`config.mk`:
```
export PLATFORM = sky130hd
export DESIGN_NAME = delay_chain_meter
export DESIGN_NICKNAME = d
export VERILOG_FILES = /design/src/rtl/delay_meter_pkg.sv /design/src/rtl/sync_bit.sv /design/src/rtl/delay_chain_meter.sv
export SDC_FILE = /design/constraint.sdc
export NUM_CORES = 1
export LEC_CHECK = 0
export BUFFER_PORTS_ARGS = -buffer_cell sky130_fd_sc_hd__buf_2
export CAP_MARGIN = 25
export CORE_MARGIN = 3
export CORE_UTILIZATION = 24
export CTS_CLUSTER_DIAMETER = 50
export CTS_CLUSTER_SIZE = 20
export DETAILED_ROUTE_END_ITERATION = 10
export GPL_TIMING_DRIVEN = 0
export PLACE_DENSITY = 0.5
export SYNTH_ARGS = -nofsm -noshare
export SYNTH_HDL_FRONTEND = slang
export SYNTH_SLANG_ARGS = --single-unit
```
`constraint.sdc`:
```
create_clock -name clk -period 3.6 [get_ports clk]
set_input_delay 0.72 -clock clk [delete_from_list [all_inputs] [get_ports clk]]
set_output_delay 0.72 -clock clk [all_outputs]
set_load 0.01 [all_outputs]
```
`src/rtl/delay_meter_pkg.sv`:
```
// delay_meter_pkg: FSM states, default sizing and accumulator width for delay_chain_meter.
package delay_meter_pkg;
   typedef enum logic [2:0] {IDLE, ARM, LAUNCH, WAIT, RECORD} state_t;
   localparam int DEF_CNT_W = 16;
   localparam int DEF_RUNS_LOG2 = 3;
   localparam int DEF_SYNC_STAGES = 2;
   function automatic int accum_w(input int cnt_w, input int runs_log2);
      return cnt_w + runs_log2;
   endfunction
endpackage

```
`src/rtl/sync_bit.sv`:
```
// sync_bit: N-flop synchronizer for a single asynchronous bit, resets to 0.
module sync_bit #(
   parameter int N = 2
) (
   input  logic clk,
   input  logic rst,
   input  logic d,
   output logic q
);
   logic [N-1:0] s;
   always_ff @(posedge clk)
      if (rst) s <= '0;
      else s <= {s[N-2:0], d};
   assign q = s[N-1];
endmodule

```
`src/rtl/delay_chain_meter.sv`:
```
// delay_chain_meter: launches 2-phase edges into a delay chain, times each return and accumulates runs.
// Define DCM_SYNC_COMP_EN to subtract the synchronizer latency from each captured run count.
module delay_chain_meter
   import delay_meter_pkg::*;
#(
   parameter int CNT_W = DEF_CNT_W,
   parameter int RUNS_LOG2 = DEF_RUNS_LOG2,
   parameter int SYNC_STAGES = DEF_SYNC_STAGES,
   parameter int TIMEOUT = 1023
) (
   input  logic                                  clk,
   input  logic                                  rst,
   input  logic                                  start,
   output logic                                  launch_o,
   output logic                                  chain_en,
   input  logic                                  ret_i,
   output logic                                  busy,
   output logic                                  done,
   output logic                                  timeout_err,
   output logic [CNT_W-1:0]                      last_cycles,
   output logic [accum_w(CNT_W, RUNS_LOG2)-1:0]  accum,
   output logic [RUNS_LOG2-1:0]                  run_idx
);
   localparam int AW = accum_w(CNT_W, RUNS_LOG2);
   localparam logic [CNT_W-1:0] TO_LAST = CNT_W'(TIMEOUT - 1);
   localparam logic [CNT_W-1:0] SS = CNT_W'(SYNC_STAGES);
   state_t state;
   logic [CNT_W-1:0] cnt, cap;
   logic ret_s;
   sync_bit #(.N(SYNC_STAGES)) u_sync (.clk(clk), .rst(rst), .d(ret_i), .q(ret_s));
`ifdef DCM_SYNC_COMP_EN
   assign cap = cnt > SS ? cnt - SS : '0;
`else
   assign cap = cnt;
`endif
   assign busy = state != IDLE;
   // cnt == TO_LAST means this cycle's increment would reach TIMEOUT
   always_ff @(posedge clk)
      if (rst) begin
         state <= IDLE;
         cnt <= '0;
         launch_o <= 1'b0;
         chain_en <= 1'b0;
         done <= 1'b0;
         timeout_err <= 1'b0;
         last_cycles <= '0;
         accum <= '0;
         run_idx <= '0;
      end else begin
         chain_en <= 1'b1;
         done <= 1'b0;
         case (state)
            IDLE:
               if (start) begin
                  state <= ARM;
                  accum <= '0;
                  run_idx <= '0;
                  timeout_err <= 1'b0;
                  cnt <= '0;
               end
            ARM:
               if (ret_s == launch_o) begin
                  state <= LAUNCH;
                  cnt <= '0;
               end else begin
                  cnt <= cnt + CNT_W'(1);
                  if (cnt == TO_LAST) begin
                     timeout_err <= 1'b1;
                     done <= 1'b1;
                     state <= IDLE;
                  end
               end
            LAUNCH: begin
               launch_o <= ~launch_o;
               cnt <= '0;
               state <= WAIT;
            end
            WAIT:
               if (ret_s != launch_o) begin
                  cnt <= cnt + CNT_W'(1);
                  if (cnt == TO_LAST) begin
                     timeout_err <= 1'b1;
                     done <= 1'b1;
                     state <= IDLE;
                  end
               end else begin
                  last_cycles <= cap;
                  accum <= accum + AW'(cap);
                  state <= RECORD;
               end
            RECORD:
               if (&run_idx) begin
                  done <= 1'b1;
                  state <= IDLE;
               end else begin
                  run_idx <= run_idx + RUNS_LOG2'(1);
                  cnt <= '0;
                  state <= ARM;
               end
            default: state <= IDLE;
         endcase
      end
endmodule

```
==> results of run 1 <==
[metal layers]
layer | track usage, % | part of all wire [%]
met1 | 16.39 | 49
met2 | 19.68 | 46
met3 | 4.009 | 4.8
met4 | 3.779 | 0.45
met5 | 0 | 0
[kinds of logic after synthesis]
logic type	count (synthesis)
AO/OA/AOI/OAI	102
adder cells (fa/ha/maj)	21
XOR/XNOR	24
AND/OR/NAND/NOR	161
multiplexers	3
flip-flops	63
buffers and inverters	24
[synthesized netlist by cell type (2+ instances only)]
cell type,n,share of area [%]
nand2_1,66,7.6
dfxtp_1,63,39
a21oi_1,42,6.4
nor2_1,31,3.6
o21ai_0,25,3.8
ha_1,20,7.7
clkbuf_1,13,1.5
xor2_1,13,3.5
nand3_1,12,1.8
xnor2_1,10,2.7
nor3_1,9,1.4
inv_1,8,0.92
a22oi_1,7,1.6
nand4_1,7,1.3
and3_1,6,1.1
or3_1,6,1.1
a211oi_1,3,0.69
a21o_1,3,0.69
mux2i_1,3,0.92
nor2b_1,3,0.57
o211ai_1,3,0.69
o31ai_1,3,0.69
or2_2,3,0.57
and4_1,2,0.54
nand2b_1,2,0.38
nor3b_1,2,0.46
nor4b_1,2,0.54
o21ai_1,2,0.31
o22ai_1,2,0.38
o311a_1,2,0.61
o311ai_0,2,0.54
[metrics by stage]
step | hold WS [ns] | cell area, um^2
floorplan | 0.4138 | 3266
global placement | 0.4282 | 3706
detailed placement | 0.4231 | 3706
CTS | 0.4352 | 4030
global route | 0.4564 | 4030
finish | 0.4336 | 4030
[cell type report]
class / instances / area (um^2)
Buffer: 16 / 72.57
Clock buffer: 11 / 242.7
Clock inverter: 5 / 81.33
Fill cell: 1387 / 8949
Inverter: 8 / 30.03
Multi-Input combinational cell: 311 / 1902
Sequential cell: 63 / 1261
Tap cell: 172 / 215.2
Timing Repair Buffer: 45 / 225.2
[path summary, 6_finish.rpt]
kind                               endpoint  depth (start not counted)  slack, ns   startpoint
worst max register to register    accum[16]                          8       1.15       cap[0]
worst max-delay path              accum[16]                          8       1.15       cap[0]
worst min-delay path            u_sync.s[1]                          1       0.43  u_sync.s[0]
worst min register to register  u_sync.s[1]                          1       0.43  u_sync.s[0]
[worst max-delay path: cells and delay by family, from the launching register on]
| kind | cells | cell delay, ns |
|---|---|---|
| adder cells (fa/ha/maj) | 2 | 0.66 |
| flip-flops | 1 | 0.35 |
| AO/OA/AOI/OAI | 6 | 1.37 |
[state kept, by name, indices dropped and copies added, names as in the netlist]
register,count
accum,19
cap,16
chain_en,1
done,1
last_cycles,16
launch_o,1
run_idx,3
state,3
timeout_err,1
u_sync.s,2
[report_power, final]
group	switching (uW)	total, uW	leakage, uW	internal (uW)
logic	102	145	0.000991	43.1
clock network	323	947	0.000156	625
registers	8.78	717	0.000509	708
==> impl_metrics.yaml, run 1 <==
status:
  status: "finished, final reports clean"
clocking:
  cts_resized: 0
  cts_root_buf: "clkbuf_16"
  postCtsSetupBuffers: 0
  clk_pin_slew_ns: 0.05
  cts_buffers: 9
  cts_sinks: 63
  cts_tree: "yes"
  cts_htree_levels: 3
  worstSkewPairLatency_ns: 0.34
  cts_max_path_buffers: 2
  postCtsHoldBufs: 0
logic_synthesis:
  synth_edf_count: 0
  yosys.area_share.simple_pct: 23.72
  synthMuxAreaShare_pct: 0.9195
  synth_flop_cell: "dfxtp_1"
  synth_seq_area_share_pct: 38.62
  syn_inst: 398
  synthesis.nets: 423
  syn_avg_cell_area_um2: 8.205
  synth_area_um2: 3266
  synth.distinct_cells: 54
  ys_warn_count: 0
  synth-compound-area-share_pct: 18.66
  synth-async-reset-ratio_pct: 0
  synthAdderAreaFrac_pct: 8.276
  synth_xor_area_share_pct: 6.667
  synth_seq_cells: 63
  synth_top_family_by_area: "simple AND/OR/NAND/NOR gates"
layout:
  insertedDiodeCount: 0
  utilization_pct: 31.05
  drive_gt1_share_pct: 15.69
  final_common_cell: "nand2_1"
  fin_nets: 479
  mostFrequentLayoutCells: "nand2_1, dfxtp_1, buf_2, a21oi_1, nor2_1"
  stdcell_count: 631
  syn2layout_area_growth_pct: 23.41
sta:
  hold_viol: 0
  slew_headroom_pct: 43.55
  finalWorstSetupSlack_ns: 1.148
  finClkSkew_ns: 0.007138
  setup_tns_ns: 0
  rsz0062_at_grt: "no"
  report.final.slew_viol_count: 0
  tightest_slew_ns: 0.8468
  setup_viol: 0
  fmax_ghz: 0.4078
  fin_crit_ns: 2.452
  min_period_over_period_pct: 68.11
drt:
  drcViolationCount: 0
  drt_iter0_drc: 150
  dr.pass1.iters: 4
  post_drt_wl_per_cell_um: 14.04
  ant_nets: 0
  num_vias: 2975
  drt-total-wl_um: 8861
  viasPerCell: 4.715
pwr:
  p_total_uw: 1809
  p_leak_uw: 0.001655
  pwr_density_cell_nw_per_um2: 448.9
  vdd_drop_max_v: 0.0002103
floorplan:
  initial_core_util_pct: 25.16
  core-area_um2: 12980
  die_h_um: 122.7
  die_area_um2: 15040
  rows: 41
  ios: 47
  die_w_um: 122.7
worst_setup_path:
  max_stage_delay_ns: 0.47
  crit_chain: "ha_1 > fa_1 > a21oi_1 > o21ai_1 > a211oi_1 > o31a_1 > o21ai_0 > a21oi_1"
  crit_fanout: 5
  cpMaxStageDelayCell: "a211oi_1"
  startpoint_type: "register"
  end_kind: "register"
  arrival_ns: 2.72
  path_class: "register to register"
  cp.required_ns: 3.86
  cpMostUsedCell: "a21oi_1"
global_route:
  grt_overflow: 0
  grt_first_pass_wirelength_um: 14630
  track_usage_pct: 12.52
  grt_start_max_net_pins: 12
  grt_antenna_before_repair: 0
  grt_pass1_vias: 2881
placed_design:
  place.gp.congestion: 0.8282
  dp_cells: 615
  dpl_worst_slack_ns: 1.181
  portBuffers: 45
  hpwl_um: 6644
run:
  cap_violations: 0
min_path:
  hp-class: "register to register"
(Power assumes the default switching activity.)
==> run 2: changes to the inputs <==
==> constraint.sdc (replaced) <==
create_clock -name clk -period 2.5 [get_ports clk]
set_input_delay 0.5 -clock clk [delete_from_list [all_inputs] [get_ports clk]]
set_output_delay 0.5 -clock clk [all_outputs]
set_load 0.01 [all_outputs]
==> impl_metrics.yaml, run 2 (same netlist as run 1, synthesis figures left out) <==
status:
  status: "finished, final reports clean"
pwr:
  pwr_density_cell_nw_per_um2: 646.2
  p_sw_uw: 627.3
  vdd_drop_max_v: 0.0003018
  p_sw_share_pct: 24.04
  internal_power_uw: 1982
  clkPwrFrac_pct: 52.4
  combinationalPowerShare_pct: 8.1
  p_leak_uw: 0.001659
  seqPwrFrac_pct: 39.6
layout:
  top_register: "accum"
  fin_nets: 479
  fillers: 1386
  utilization_pct: 31.11
  syn2layout_area_growth_pct: 23.64
  drive_gt1_share_pct: 16.34
  multi_input_area_um2: 1907
  final_common_cell: "nand2_1"
  mostFrequentLayoutCells: "nand2_1, dfxtp_1, buf_2, a21oi_1, nor2_1"
  largest_register_ffs: 19
  regArea_um2: 1262
  stdcell_count: 631
  insertedDiodeCount: 0
floorplan:
  die_h_um: 122.7
  ios: 47
  initial_core_util_pct: 25.16
  core-area_um2: 12980
  die_area_um2: 15040
  rows: 41
  die_w_um: 122.7
placed_design:
  dp_cells: 615
  hpwl_um: 6644
  place.gp.congestion: 0.8282
  portBuffers: 45
run:
  cap_violations: 0
global_route:
  grt_overflow: 0
  grt_antenna_before_repair: 0
  grt_first_pass_wirelength_um: 14630
  grt_pass1_vias: 2881
  grt_start_max_net_pins: 12
  track_usage_pct: 12.52
sta:
  hold_viol: 0
  fmax_ghz: 0.4282
  slew_headroom_pct: 44.74
  setup_viol: 0
  finClkSkew_ns: 0.007048
  tightest_slew_ns: 0.8289
  fin_crit_ns: 2.335
  holdWs_ns: 0.3905
  min_period_over_period_pct: 93.41
  setup_tns_ns: 0
  report.final.slew_viol_count: 0
worst_setup_path:
  startpoint_type: "register"
  rr_endpoint: "accum[18]"
  reg2reg_depth: 8
  cp.required_ns: 2.77
  path_class: "register to register"
  crit_chain: "ha_1 > fa_1 > a21oi_1 > o21ai_1 > a211oi_2 > o31a_1 > or3_1 > a21oi_1"
  arrival_ns: 2.60
  r2r-start: "cap[0]"
  max_stage_delay_ns: 0.41
  cpMaxStageDelayCell: "dfxtp_1"
  end_kind: "register"
  cpLargestDelayFamily: "compound AO/OA/AOI/OAI gates"
  cpMostUsedCell: "a21oi_1"
  cp_num_buf_inv: 0
  crit_fanout: 5
  r2r_setup_slack_ns: 0.16
clocking:
  cts_sinks: 63
  cts_htree_levels: 3
  cts_tree: "yes"
  postCtsHoldBufs: 0
  cts_resized: 0
  worstSkewPairLatency_ns: 0.34
  cts_buffers: 9
  cts_max_path_buffers: 2
  cts_root_buf: "clkbuf_16"
  postCtsSetupBuffers: 0
  clk_pin_slew_ns: 0.05
drt:
  drt_iter0_drc: 143
  drcViolationCount: 0
  dr.pass1.iters: 5
  num_vias: 2983
  ant_nets: 0
  viasPerCell: 4.727
  post_drt_wl_per_cell_um: 14.13
  drt-total-wl_um: 8915
min_path:
  hp-start: "ret_i"
  hp-class: "input port to register"
  hold_path_end: "u_sync.s[0]"
  hold_depth: 2
run 2: cell count changes in the layout (fill, tap and decap cells not counted):
cell | previous run | this run
a211oi_1 | 3 | 2
a211oi_2 | 0 | 1
clkbuf_1 | 14 | 13
clkbuf_2 | 0 | 1
dfxtp_1 | 63 | 62
dfxtp_2 | 0 | 1
run 2: layer usage:
layer / vias to the layer above / wire length (um) / part of all wire (%) / global-route usage [%]
li1: 1526 / - / - / -
met1: 1390 / 4295 / 48 / 16.39
met2: 59 / 4062 / 46 / 19.68
met3: 8 / 443 / 5.0 / 4.009
met4: 0 / 113 / 1.3 / 3.779
met5: - / 0 / 0 / 0
run 2: cell type report:
type | count | share of cell area [%]
inverter | 8 | 0.7437
tap | 172 | 5.330
clock buffer | 11 | 6.012
sequential | 63 | 31.27
multi-input combinational | 311 | 47.23
buffer | 16 | 1.828
timing repair buffer | 45 | 5.578
clock inverter | 5 | 2.014
run 2: per-stage QoR:
stage	setup slack [ns]	cell area (um^2)	power [uW]
5_1_grt	-0.009553	4038	2720
3_3_place_gp	0.08296	3706	1261
3_5_place_dp	0.09469	3706	1264
6_report	0.1647	4038	2609
4_1_cts	0.07434	4030	2656
2_1_floorplan	0.4207	3266	1198
run 2: worst reg2reg max path, cell delays in order (launching register included):
cell      delay [ns]
dfxtp_1         0.41
ha_1            0.24
fa_1            0.23
a21oi_1         0.10
o21ai_1         0.26
a211oi_2        0.15
o31a_1          0.37
or3_1           0.36
a21oi_1         0.13
run 2: worst max-delay path by stage:
| stage | startpoint | to | cells past startpoint |
|---|---|---|---|
| finish | cap[0] | accum[18] | 8 |
| global route | cap[0] | accum[16] | 8 |
| CTS | cap[0] | accum[16] | 8 |
| detailed placement | cap[0] | accum[16] | 8 |
| global placement | cap[0] | accum[14] | 8 |
| floorplan | accum[0] | accum[14] | 8 |
run 2: power groups by stage:
stage	Sequential [uW]	Clock (uW)	Combinational, uW
after floorplan	1050	0	145
after global placement	1050	0	208
after detailed placement	1050	0	211
after CTS	1030	1410	213
after global routing	1030	1450	236
final	1030	1370	210
==> run 3: changes to the inputs <==
--- a/config.mk
+++ b/config.mk
@@ -5,15 +5,15 @@
 export SDC_FILE = /design/constraint.sdc
 export NUM_CORES = 1
 export LEC_CHECK = 0
-export BUFFER_PORTS_ARGS = -buffer_cell sky130_fd_sc_hd__buf_2
 export CAP_MARGIN = 25
 export CORE_MARGIN = 3
 export CORE_UTILIZATION = 24
 export CTS_CLUSTER_DIAMETER = 50
 export CTS_CLUSTER_SIZE = 20
 export DETAILED_ROUTE_END_ITERATION = 10
+export DONT_BUFFER_PORTS = 1
 export GPL_TIMING_DRIVEN = 0
-export PLACE_DENSITY = 0.5
+export PLACE_DENSITY = 0.47
 export SYNTH_ARGS = -nofsm -noshare
 export SYNTH_HDL_FRONTEND = slang
 export SYNTH_SLANG_ARGS = --single-unit
==> impl_metrics.yaml, run 3 (same netlist as run 1, synthesis figures left out) <==
drt:
  drcViolationCount: 0
  viasPerCell: 4.838
  drt_iter0_drc: 164
  ant_nets: 0
  dr.pass1.iters: 4
  drt-total-wl_um: 8792
  post_drt_wl_per_cell_um: 15.00
  num_vias: 2835
floorplan:
  die_w_um: 122.7
  die_area_um2: 15040
  core-area_um2: 12980
  rows: 41
  initial_core_util_pct: 25.16
  ios: 47
  die_h_um: 122.7
layout:
  multi_input_area_um2: 1916
  drive_gt1_share_pct: 7.729
  final_common_cell: "nand2_1"
  largest_register_ffs: 19
  syn2layout_area_growth_pct: 16.51
  regArea_um2: 1262
  insertedDiodeCount: 0
  fin_nets: 434
  mostFrequentLayoutCells: "nand2_1, dfxtp_1, a21oi_1, nor2_1, o21ai_0"
  fillers: 1378
  top_register: "accum"
placed_design:
  portBuffers: 0
  place.gp.congestion: 0.8094
  dpl_worst_slack_ns: 0.06616
  hpwl_um: 6648
sta:
  slew_headroom_pct: 44.89
  hold_viol: 0
  min_period_over_period_pct: 92.94
  rsz0062_at_grt: "no"
  finalWorstSetupSlack_ns: 0.1765
  finClkSkew_ns: 0.009998
  report.final.slew_viol_count: 0
  setup_viol: 0
  fmax_ghz: 0.4304
  fin_crit_ns: 2.324
  tightest_slew_ns: 0.8236
  setup_tns_ns: 0
worst_setup_path:
  r2r_setup_slack_ns: 0.18
  rr_endpoint: "accum[14]"
  crit_path_start: "accum[0]"
  max_stage_delay_ns: 0.42
  startpoint_type: "register"
  cp.required_ns: 2.72
  arrival_ns: 2.54
  crit_chain: "ha_1 > fa_1 > a21oi_1 > o21ai_2 > a211oi_2 > or2_2 > mux2i_1 > nand2_1"
  end_kind: "register"
  crit_fanout: 3
  reg2reg_depth: 8
  path_class: "register to register"
  cpMaxStageDelayCell: "fa_1"
  r2r-start: "accum[0]"
pwr:
  p_sw_uw: 617.8
  seqPwrFrac_pct: 41.1
  internal_power_uw: 1898
  combinationalPowerShare_pct: 7.8
  p_sw_share_pct: 24.55
  pwr_density_cell_nw_per_um2: 661.3
  clkPwrFrac_pct: 51.0
  vdd_drop_max_v: 0.0002959
  p_leak_uw: 0.001410
clocking:
  cts_tree: "yes"
  clk_pin_slew_ns: 0.06
  cts_buffers: 9
  cts_max_path_buffers: 2
  cts_sinks: 63
  worstSkewPairLatency_ns: 0.33
  cts_root_buf: "clkbuf_16"
  postCtsHoldBufs: 0
  cts_htree_levels: 3
global_route:
  grt_overflow: 0
  grt_start_max_net_pins: 12
  grt_first_pass_wirelength_um: 14400
  track_usage_pct: 12.36
  grt_pass1_vias: 2674
  grt_antenna_before_repair: 0
min_path:
  hp-start: "ret_i"
  hold_depth: 1
  hold_path_end: "u_sync.s[0]"
  hp-class: "input port to register"
run:
  cap_violations: 0
status:
  status: "finished, final reports clean"
run 3: cell type report:
cell class                 instances  area share [%]
sequential                        63           33.18
clock buffer                      11           6.643
buffer                            16           1.907
tap                              172           5.656
clock inverter                     5           1.480
multi-input combinational        311           50.35
inverter                           8          0.7892
run 3: per-layer routing:
layer / global-route usage [%] / up-vias / part of all wire (%)
met5: 0 / - / 0
met4: 4.199 / 0 / 1.4
met3: 4.009 / 9 / 6.4
met2: 19.55 / 54 / 47
met1: 15.87 / 1329 / 45
li1: - / 1443 / -
run 3: worst max-delay path by stage:
stage | slack, ns | end | cells after the start
floorplan | 0.42 | accum[14] | 8
global placement | 0.04 | accum[14] | 8
detailed placement | 0.07 | accum[18] | 8
CTS | 0.04 | accum[18] | 8
global route | 0.003 | accum[14] | 8
finish | 0.18 | accum[14] | 8
run 3: per-stage QoR:
| stage | hold WS, ns | instances | utilization [%] | instance area (um^2) | power [uW] |
|---|---|---|---|---|---|
| 3_5_place_dp | 0.4327 | 570 | 26.82 | 3481 | 1255 |
| 3_3_place_gp | 0.4322 | 570 | 26.82 | 3481 | 1252 |
| 4_1_cts | 0.2869 | 586 | 29.20 | 3790 | 2561 |
| 5_1_grt | 0.2921 | 586 | 29.32 | 3805 | 2628 |
| 6_report | 0.2966 | 586 | 29.32 | 3805 | 2516 |
| 2_1_floorplan | 0.4138 | 398 | - | 3266 | 1198 |
run 3: critical path, delay by kind of cell, from the launching register on:
kind                       cells  cell delay, ns
and+or+nand+nor                2            0.28
AOI/OAI and AO/OA              3            0.68
DFF                            1            0.36
adders and majority gates      2            0.69
muxes                          1            0.19
run 3: power by group through the flow:
stage | logic [uW] | registers, uW | clock network (uW)
2_1_floorplan | 145 | 1050 | 0
3_3_place_gp | 195 | 1060 | 0
3_5_place_dp | 198 | 1060 | 0
4_1_cts | 199 | 1030 | 1330
5_1_grt | 222 | 1040 | 1370
6_report | 197 | 1030 | 1280
run 3: repair_timing:
item / CTS / global route
buffers inserted: 0 / 0
resized for setup: 0 / 4
setup endpoints to repair: 0 / 7
